`config.mk`:
```
export PLATFORM = sky130hd
export DESIGN_NAME = clock_phase_monitor
export DESIGN_NICKNAME = d
export VERILOG_FILES = /design/src/rtl/clock_pkg.sv /design/src/rtl/clock_phase_monitor_phase_mask_rom.sv /design/src/rtl/clock_phase_monitor.sv
export SDC_FILE = /design/constraint.sdc
export NUM_CORES = 1
export LEC_CHECK = 0
export CAP_MARGIN = 25
export CORE_MARGIN = 10
export CORE_UTILIZATION = 25
export DETAILED_ROUTE_END_ITERATION = 16
export SLEW_MARGIN = 30
export SYNTH_ARGS = -nofsm -noshare
export SYNTH_HDL_FRONTEND = slang
export SYNTH_SLANG_ARGS = --single-unit
```
`constraint.sdc`:
```
create_clock -name clk -period 2.5 [get_ports clk]
set_input_delay 0.625 -clock clk [delete_from_list [all_inputs] [get_ports clk]]
set_output_delay 0.625 -clock clk [all_outputs]
set_load 0.02 [all_outputs]
```
`src/rtl/clock_pkg.sv`:
```
// Shared definitions for the master-clock enable monitor.
//   PHASES            : E-cycle length in master clocks
//   S_*               : bit positions inside the strobe vector
//                       S = {en_6m, en_4m, en_e_n, en_q_n, en_e, en_q}
//   MASK              : expected strobe vector for each phase (index 0 = en_q slot)
//   mon_state_t       : monitor FSM states
//   next_phase()      : modulo-PHASES increment
package clock_pkg;

  localparam int unsigned PHASES = 12;
  localparam int unsigned S_W    = 6;

  localparam int unsigned S_Q    = 0;
  localparam int unsigned S_E    = 1;
  localparam int unsigned S_Q_N  = 2;
  localparam int unsigned S_E_N  = 3;
  localparam int unsigned S_4M   = 4;
  localparam int unsigned S_6M   = 5;

  typedef logic [S_W-1:0] strobe_t;

  localparam strobe_t MASK [PHASES] = '{
    6'b010001, 6'b100000, 6'b000000, 6'b110010,
    6'b000000, 6'b100000, 6'b010100, 6'b100000,
    6'b000000, 6'b111000, 6'b000000, 6'b100000
  };

  typedef enum logic [1:0] {
    HUNT,
    VERIFY,
    LOCKED
  } mon_state_t;

  function automatic logic [3:0] next_phase(input logic [3:0] p);
    return (p == 4'(PHASES - 1)) ? 4'd0 : p + 4'd1;
  endfunction

endpackage

```
`src/rtl/clock_phase_monitor_phase_mask_rom.sv`:
```
// phase_mask_rom: combinational phase -> expected strobe vector lookup.
//   phase in  4 : phase index 0..11
//   mask  out 6 : expected {en_6m, en_4m, en_e_n, en_q_n, en_e, en_q};
//                 all zeros for out-of-range indices
module phase_mask_rom
  import clock_pkg::*;
(
  input  logic [3:0] phase,
  output logic [5:0] mask
);

  always_comb begin
    mask = '0;
    if (phase < 4'(PHASES)) mask = MASK[phase];
  end

endmodule

```
`src/rtl/clock_phase_monitor.sv`:
```
// clock_phase_monitor: receive-side checker/decoder for the master-clock
// enable set. Recovers the 12-state phase index, flags any strobe that
// misses its slot, declares lock after LOCK_CYCLES clean E cycles and
// rebuilds the Q/E clock levels.
//   clk, rst (sync, active-high)
//   en_q, en_e, en_q_n, en_e_n, en_6m, en_4m : strobes under test
//   err_clr   : synchronous clear of err_count (and capture regs)
//   locked    : phase alignment verified
//   phase     : recovered phase 0..11, 0 when not locked
//   q_level   : reconstructed Q clock, 0 when not locked
//   e_level   : reconstructed E clock, 0 when not locked
//   err       : one-clock pulse per violation
//   err_count : saturating violation count
// Optional macro CLOCK_PHASE_MONITOR_CAPTURE_EN adds cap_valid, cap_phase,
// cap_vec: expected phase and offending vector of the first violation.
module clock_phase_monitor
  import clock_pkg::*;
#(
  parameter int unsigned LOCK_CYCLES = 4,
  parameter int unsigned ERR_W       = 8
) (
  input  logic             clk,
  input  logic             rst,
  input  logic             en_q,
  input  logic             en_e,
  input  logic             en_q_n,
  input  logic             en_e_n,
  input  logic             en_6m,
  input  logic             en_4m,
  input  logic             err_clr,
  output logic             locked,
  output logic [3:0]       phase,
  output logic             q_level,
  output logic             e_level,
  output logic             err,
  output logic [ERR_W-1:0] err_count
`ifdef CLOCK_PHASE_MONITOR_CAPTURE_EN
  ,
  output logic             cap_valid,
  output logic [3:0]       cap_phase,
  output logic [5:0]       cap_vec
`endif
);

  logic [5:0] s;
  logic [5:0] exp_s;
  logic [3:0] ph_cnt, nxt_ph, ph_n;
  logic [3:0] good_cnt, good_n;
  logic       q_lvl, e_lvl, q_n, e_n;
  logic       viol;
  mon_state_t state, st_n;

  assign s      = {en_6m, en_4m, en_e_n, en_q_n, en_e, en_q};
  assign nxt_ph = next_phase(ph_cnt);

  // The sample taken this clock belongs to the slot after ph_cnt.
  phase_mask_rom u_rom (
    .phase (nxt_ph),
    .mask  (exp_s)
  );

  always_comb begin
    st_n   = state;
    ph_n   = ph_cnt;
    good_n = good_cnt;
    q_n    = q_lvl;
    e_n    = e_lvl;
    viol   = 1'b0;
    case (state)
      HUNT: begin
        q_n = 1'b0;
        e_n = 1'b0;
        if (s == MASK[0]) begin
          st_n   = VERIFY;
          ph_n   = '0;
          good_n = '0;
        end
      end
      default: begin
        if (s != exp_s) begin
          // No same-clock re-acquire: even a valid phase-0 vector here is a fault.
          viol   = 1'b1;
          st_n   = HUNT;
          ph_n   = '0;
          good_n = '0;
          q_n    = 1'b0;
          e_n    = 1'b0;
        end else begin
          ph_n = nxt_ph;
          if (s[S_Q])   q_n = 1'b1;
          if (s[S_Q_N]) q_n = 1'b0;
          if (s[S_E])   e_n = 1'b1;
          if (s[S_E_N]) e_n = 1'b0;
          if (state == VERIFY && nxt_ph == 4'(PHASES - 1)) begin
            good_n = good_cnt + 4'd1;
            if (good_n == 4'(LOCK_CYCLES)) st_n = LOCKED;
          end
        end
      end
    endcase
  end

  // Outputs are registered from next-state values so locked, phase and
  // levels change on the same edge as the state they describe.
  always_ff @(posedge clk) begin
    if (rst) begin
      state     <= HUNT;
      ph_cnt    <= '0;
      good_cnt  <= '0;
      q_lvl     <= 1'b0;
      e_lvl     <= 1'b0;
      locked    <= 1'b0;
      phase     <= '0;
      q_level   <= 1'b0;
      e_level   <= 1'b0;
      err       <= 1'b0;
      err_count <= '0;
    end else begin
      state    <= st_n;
      ph_cnt   <= ph_n;
      good_cnt <= good_n;
      q_lvl    <= q_n;
      e_lvl    <= e_n;
      locked   <= (st_n == LOCKED);
      phase    <= (st_n == LOCKED) ? ph_n : 4'd0;
      q_level  <= (st_n == LOCKED) & q_n;
      e_level  <= (st_n == LOCKED) & e_n;
      err      <= viol;
      if (err_clr)                      err_count <= '0;
      else if (viol && err_count != '1) err_count <= err_count + 1'b1;
    end
  end

`ifdef CLOCK_PHASE_MONITOR_CAPTURE_EN
  always_ff @(posedge clk) begin
    if (rst || err_clr) begin
      cap_valid <= 1'b0;
      cap_phase <= '0;
      cap_vec   <= '0;
    end else if (viol && !cap_valid) begin
      cap_valid <= 1'b1;
      cap_phase <= nxt_ph;
      cap_vec   <= s;
    end
  end
`endif

endmodule

```
==> results of run 1 <==
[power by group through the flow]
stage,clock network (mW),registers [mW],logic (mW)
3_5_place_dp,0,0.456,0.0602
2_1_floorplan,0,0.456,0.0212
4_1_cts,0.289,0.446,0.0615
5_1_grt,0.307,0.444,0.0690
6_report,0.278,0.444,0.0630
3_3_place_gp,0,0.456,0.0601
[worst max-delay path: cells and delay by family, from the launching register on]
family	cells	cell delay, ps
AOI/OAI and AO/OA	4	920
and+or+nand+nor	3	460
buffers and inverters	3	460
DFF	1	380
adders and majority gates	1	180
[logic make-up (layout without fill, tap and decap cells)]
logic type | after synthesis | count (layout) | share of synthesized area (%)
compound gates | 57 | 57 | 24.1
xor+xnor | 5 | 5 | 2.64
fa+ha+maj | 8 | 8 | 6.04
buf+inv | 18 | 82 | 4.53
flops | 28 | 28 | 33.8
mux | 1 | 1 | 0.905
simple gates | 90 | 90 | 28.0
[through the flow]
| step | hold WS, ps | instance area [sq um] | setup WS, ps | utilization [%] | std cells |
|---|---|---|---|---|---|
| 3_5_place_dp | 494 | 2280 | -417 | 35.7 | 342 |
| 5_1_grt | 546 | 2520 | -114 | 39.5 | 348 |
| 6_report | 513 | 2520 | 5.11 | 39.5 | 348 |
| 2_1_floorplan | 468 | 1670 | 21.4 | - | 207 |
| 4_1_cts | 515 | 2360 | 1.79 | 37.0 | 346 |
| 3_3_place_gp | 495 | 2280 | -316 | 35.7 | 342 |
[placed cells by master (no fill, tap or decap), types with 2 or more instances in the layout]
| cell | instances |
|---|---|
| buf_4 | 40 |
| dfxtp_1 | 25 |
| nor2_1 | 21 |
| clkdlybuf4s50_1 | 21 |
| nand2_1 | 15 |
| inv_1 | 9 |
| nand3_1 | 9 |
| a21oi_1 | 8 |
| nor3_1 | 7 |
| o21ai_0 | 6 |
| a31oi_1 | 6 |
| nand4_1 | 5 |
| o211ai_1 | 5 |
| or3_1 | 5 |
| o21ai_1 | 4 |
| ha_1 | 4 |
| ha_4 | 4 |
| clkbuf_8 | 4 |
| nand2b_1 | 3 |
| xnor2_1 | 3 |
| a21o_1 | 3 |
| or2_2 | 3 |
| o31ai_1 | 3 |
| buf_6 | 3 |
| nor2b_1 | 2 |
| and3_1 | 2 |
| a211o_1 | 2 |
| o41ai_2 | 2 |
| nor4_2 | 2 |
| and2_1 | 2 |
| a32oi_1 | 2 |
| dlygate4sd2_1 | 2 |
| dfxtp_4 | 2 |
[worst max-delay path by stage]
| stage | slack (ps) | start | depth (start not counted) | to |
|---|---|---|---|---|
| after floorplan | 20 | ph_cnt[1] | 10 | phase[2] |
| after global placement | -320 | en_q_n | 8 | ph_cnt[2] |
| after detailed placement | -420 | en_q_n | 8 | phase[2] |
| after CTS | 2 | ph_cnt[1] | 13 | good_cnt[1] |
| after global routing | -110 | ph_cnt[1] | 12 | good_cnt[1] |
| final | 5 | ph_cnt[0] | 11 | err_count[5] |
[timing repair]
item                                   in CTS  in global routing
hold buffers                                0                  0
pin swaps                                   5                  8
buffers inserted                            0                  2
resized for setup                          14                 33
setup endpoints to repair                  23                 27
endpoints found under the hold margin       0                  0
[cell usage after synthesis, types with 4 or more instances]
cell type | n | area, sq um
a21oi_1 | 9 | 45.0
a31oi_1 | 6 | 37.5
clkbuf_1 | 4 | 15.0
dfxtp_1 | 28 | 561
ha_1 | 8 | 100
inv_1 | 10 | 37.5
nand2_1 | 16 | 60.1
nand3_1 | 10 | 50.1
nand4_1 | 5 | 31.3
nor2_1 | 22 | 82.6
nor3_1 | 8 | 40.0
o211ai_1 | 5 | 37.5
o21ai_0 | 9 | 45.0
or3_1 | 6 | 37.5
xnor2_1 | 4 | 35.0
[registers in the layout, summed over array words and instances (netlist names)]
register   flops
locked         1
q_level        1
ph_cnt         4
q_lvl          1
e_lvl          1
good_cnt       4
err_count      8
err            1
e_level        1
state          2
phase          4
[layer usage]
| layer | vias to the layer above | wire length, um |
|---|---|---|
| met2 | 32 | 2220 |
| met5 | - | 0 |
| met1 | 845 | 2320 |
| met4 | 0 | 15 |
| met3 | 2 | 247 |
| li1 | 894 | - |
[layout make-up]
class                      instances  area (sq um)
inverter                          10          37.5
timing repair buffer              68           589
tap                               77          96.3
fill                             642          3860
multi-input combinational        161          1180
clock buffer                       4          55.1
sequential                        28           569
==> flow_metrics.env, run 1 <==
export IMPL_cts_root_buffer="clkbuf_8"
export IMPL_crit_reg2reg_capture="err_count[5]"
export IMPL_worst_path_max_delay_cell="a2111o_1"
export IMPL_grt_busiest_layer="met2"
export IMPL_r2r_cells=11
export IMPL_worstHoldPathType="register to register"
export IMPL_grt_util_all_layers_pct=9.15
export IMPL_leakage_nw=0.960
export IMPL_dpl_hpwl_um=3620
export IMPL_power_total_mw=0.785
export IMPL_timing_final_crit_share_pct=99.8
export IMPL_dieHeight_um=101
export IMPL_num_io_pins=25
export IMPL_swShare_pct=21.4
export IMPL_clock_sinks=28
export IMPL_fp_coreArea_sq_mm=0.00639
export IMPL_cts_made_buffers=3
export IMPL_yosysUniqueCellTypes=50
export IMPL_gp_congestion=0.850
export IMPL_via_per_inst=5.09
export IMPL_die_width_um=101
export IMPL_die_area_sq_mm=0.0103
export IMPL_internal_power_mw=0.617
export IMPL_postRouteAntennaNets=0
export IMPL_arrival_ps=2660
export IMPL_diodes=0
export IMPL_clock_path_buffers=2
export IMPL_cp_required_ps=2670
export IMPL_layout_min_cycle_time_ps=2490
export IMPL_ys_flop_type="dfxtp_1"
export IMPL_grt_use_met2_pct=14.7
export IMPL_async_reset_ff_share_pct=0
export IMPL_grtUsageMet1_pct=12.0
export IMPL_synthCells=207
export IMPL_ys_seq_area_share_pct=33.8
export IMPL_status="complete, no violations"
export IMPL_maxSlewViolCount=0
export IMPL_slowest_delay_ps=430
export IMPL_avgSynthCellArea_sq_um=8.01
export IMPL_holdPathStages=2
export IMPL_cp_start_kind="register"
export IMPL_hold_start="err_count[5]"
export IMPL_cts_tree="done"
export IMPL_numPortBuffers=24
export IMPL_start_util_pct=26.0
export IMPL_final_hold_violation_count=0
export IMPL_antenna_found_initial=0
export IMPL_worst_clock_skew_ps=8.15
export IMPL_p_clk_share_pct=35.4
export IMPL_synth_area_sq_mm=0.00166
export IMPL_cp_cell_sequence="ha_4 > buf_4 > a2111o_1 > and3_1 > nand4_1 > o2111ai_2 > buf_4 > buf_4 > o211ai_1 > or3_1 > a21oi_1"
export IMPL_drt_total_wl_um=4800
export IMPL_h_tree_depth=1
export IMPL_pwr_share_seq_pct=56.6
export IMPL_gr_usage_met3_pct=2.18
export IMPL_power_switching_mw=0.168
export IMPL_nets=289
export IMPL_setup_viol=0
export IMPL_layout_drive_gt1_share_pct=30.3
export IMPL_syn_num_nets=224
export IMPL_num_vias=1773
export IMPL_synth_edf_count=0
export IMPL_pwr_share_comb_pct=8.0
export IMPL_grt_max_degree=16
export IMPL_drc=0
export IMPL_critPathKind="register to register"
export IMPL_grt_pass1_vias=1708
export IMPL_grt_pass1_wl_um=7940
export IMPL_cp_end_kind="register"
export IMPL_cpMostUsedCell="buf_4"
export IMPL_fin_setup_tns_ps=0
export IMPL_irDropWorstVdd_uv=214
export IMPL_min_to="err_count[5]"
export IMPL_cts_clk_slew_worst_paths_ps=100
export IMPL_synth_seq_cells=28
export IMPL_path_max_fanout=6
export IMPL_cap_violations=0
export IMPL_worst_pin_slew_ps=364
export IMPL_r2r_slack_ps=5
export IMPL_dr_pass1_iters=4
export IMPL_grt_setup_unrepaired="true"
export IMPL_post_drt_wl_per_cell_um=13.8
export IMPL_synthToLayoutAreaGrowth_pct=52.3
export IMPL_slew_headroom_pct=75.6
export IMPL_row_count=29
export IMPL_clk_latency_ps=270
export IMPL_yosys_warnings=0
export IMPL_power_density_mw_per_mm2=311
export IMPL_drt_iter0_markers=67
export IMPL_r2r_start="ph_cnt[0]"
export IMPL_fmax_ghz=0.401
export IMPL_grt_ovfl_total=0
Power figures use the tool's default switching activity.
==> inputs of run 2 (changes only) <==
CTS_BUF_LIST = sky130_fd_sc_hd__clkbuf_4   (was not set)
clock period = 3 ns   (was 2.5 ns; I/O delays follow)
==> run 2 against run 1 <==
Maximum frequency shrank 8.3%. Critical path depth decreased by 1. Die area did not move. Wire length is 8.8% lower. Global-route usage shrank 0.32 points. Clock power down 11%. Sequential power decreased by 16%. Power decreased by 15%. Core utilization decreased by 5.7 points. Register-to-register slack improved by 270 ps.
==> flow_metrics.env, run 2 (synthesized netlist as in run 1, its figures left out) <==
export IMPL_cp_end_kind="register"
export IMPL_row_count=29
export IMPL_dpl_hpwl_um=3440
export IMPL_nets=263
export IMPL_postRouteAntennaNets=0
export IMPL_grt_pass1_wl_um=7590
export IMPL_slowest_delay_ps=460
export IMPL_final_cell_mix="27 x dfxtp_1, 24 x clkdlybuf4s50_1, 22 x nor2_1, 18 x buf_4, 16 x nand2_1"
export IMPL_clock_sinks=28
export IMPL_largest_register_ffs=8
export IMPL_dieHeight_um=101
export IMPL_arrival_ps=3000
export IMPL_holdPathStages=2
export IMPL_pwr_share_seq_pct=55.9
export IMPL_layout_min_cycle_time_ps=2720
export IMPL_grt_ovfl_total=0
export IMPL_dr_pass1_iters=4
export IMPL_cpMostUsedCell="o21ai_0"
export IMPL_maxSlewViolCount=0
export IMPL_cp_depth=10
export IMPL_cts_root_buffer="clkbuf_4"
export IMPL_r2r_cells=10
export IMPL_numPortBuffers=24
export IMPL_setup_viol=0
export IMPL_grt_setup_unrepaired="false"
export IMPL_path_max_fanout=6
export IMPL_h_tree_depth=1
export IMPL_final_hold_violation_count=0
export IMPL_critical_path_buf_inv_count=1
export IMPL_worst_clock_skew_ps=14.3
export IMPL_power_density_mw_per_mm2=308
export IMPL_swShare_pct=20.2
export IMPL_cts_post_setup_buffers_inserted=0
export IMPL_internal_power_mw=0.532
export IMPL_dp_slack_ps=-19.3
export IMPL_crit_family="simple AND/OR/NAND/NOR gates"
export IMPL_post_drt_wl_per_cell_um=13.6
export IMPL_ctsResizeCount=0
export IMPL_timing_final_crit_share_pct=90.7
export IMPL_irDropWorstVdd_uv=165
export IMPL_p_clk_share_pct=37.0
export IMPL_regArea_sq_um=562
export IMPL_power_switching_mw=0.134
export IMPL_fp_coreArea_sq_mm=0.00639
export IMPL_largest_register="err_count"
export IMPL_cp_start_kind="register"
export IMPL_slew_headroom_pct=55.3
export IMPL_via_per_inst=5.11
export IMPL_fill_cells=669
export IMPL_start_util_pct=26.0
export IMPL_instances_no_fill=322
export IMPL_die_area_sq_mm=0.0103
export IMPL_dp_cells=318
export IMPL_drc=0
export IMPL_die_width_um=101
export IMPL_layout_drive_gt1_share_pct=13.5
export IMPL_routed_wl_met2_um=2040
export IMPL_leakage_nw=0.762
export IMPL_grt_max_degree=17
export IMPL_worstHoldPathType="register to register"
export IMPL_num_io_pins=25
export IMPL_diodes=0
export IMPL_pwr_share_comb_pct=7.1
export IMPL_clock_path_buffers=2
export IMPL_fmax_ghz=0.367
export IMPL_fin_setup_tns_ps=0
export IMPL_setup_ws_ps=279
export IMPL_met1_length_um=2120
export IMPL_cts_clk_slew_worst_paths_ps=160
export IMPL_clk_latency_ps=340
export IMPL_power_total_mw=0.666
export IMPL_cts_tree="done"
export IMPL_num_vias=1646
export IMPL_synthToLayoutAreaGrowth_pct=30.4
export IMPL_wl_met3_um=200
export IMPL_gp_congestion=0.833
export IMPL_drt_iter0_markers=132
export IMPL_grt_pass1_vias=1619
export IMPL_grt_util_all_layers_pct=8.83
export IMPL_critPathKind="register to register"
export IMPL_worst_path_max_delay_cell="dfxtp_1"
export IMPL_cp_cell_sequence="ha_2 > buf_4 > nand2b_1 > nor3_1 > o21ai_0 > o21ai_0 > a211o_1 > or2_0 > or3_1 > a31oi_1"
export IMPL_worst_pin_slew_ps=668
export IMPL_multi_input_area_sq_mm=0.00104
export IMPL_drt_total_wl_um=4380
export IMPL_status="complete, no violations"
export IMPL_antenna_found_initial=0
export IMPL_cts_made_buffers=3
export IMPL_final_common_cell="dfxtp_1"
export IMPL_timing_hold_ws_ps=516
export IMPL_ctsHoldBuffers=0
export IMPL_highest_layer="met4"
export IMPL_cap_violations=0
export IMPL_cp_required_ps=3280
[run 2: path summary, 6_finish.rpt]
check          startpoint            to  slack [ps]
min reg2reg  err_count[5]  err_count[5]         520
min          err_count[5]  err_count[5]         520
max reg2reg     ph_cnt[1]      phase[2]         280
max             ph_cnt[1]      phase[2]         280
[run 2: final cells by class]
type / count / share of cell area, %
clock inverters: 1 / 1.39
clock buffers: 3 / 1.04
multi-input cells: 161 / 48.0
inverters: 10 / 1.74
well taps: 77 / 4.46
flip-flops and latches: 28 / 26.0
repair buffers: 42 / 17.4
[run 2: worst min-delay path, stage by stage (launching register included)]
cell and delay (ps):
dfxtp_1 360, o21ai_0 70, a21oi_1 60
[run 2: routing by layer]
metal  vias up  GRT usage (%)
met5         -              0
met2        29           14.1
met4         0           2.79
met3         2           1.84
met1       773           11.6
li1        842              -
[run 2: power groups by stage]
stage                     registers (mW)  logic, mW  clock network (mW)
after floorplan                    0.380     0.0176                   0
after detailed placement           0.380     0.0462                   0
after global placement             0.380     0.0465                   0
final                              0.372     0.0474               0.247
after CTS                          0.372     0.0465               0.255
after global routing               0.373     0.0523               0.272
[run 2: per-stage QoR]
stage          cell area [sq um]  util (%)
2_1_floorplan               1660         -
3_3_place_gp                2090      32.8
3_5_place_dp                2090      32.8
4_1_cts                     2140      33.6
5_1_grt                     2160      33.9
6_report                    2160      33.9
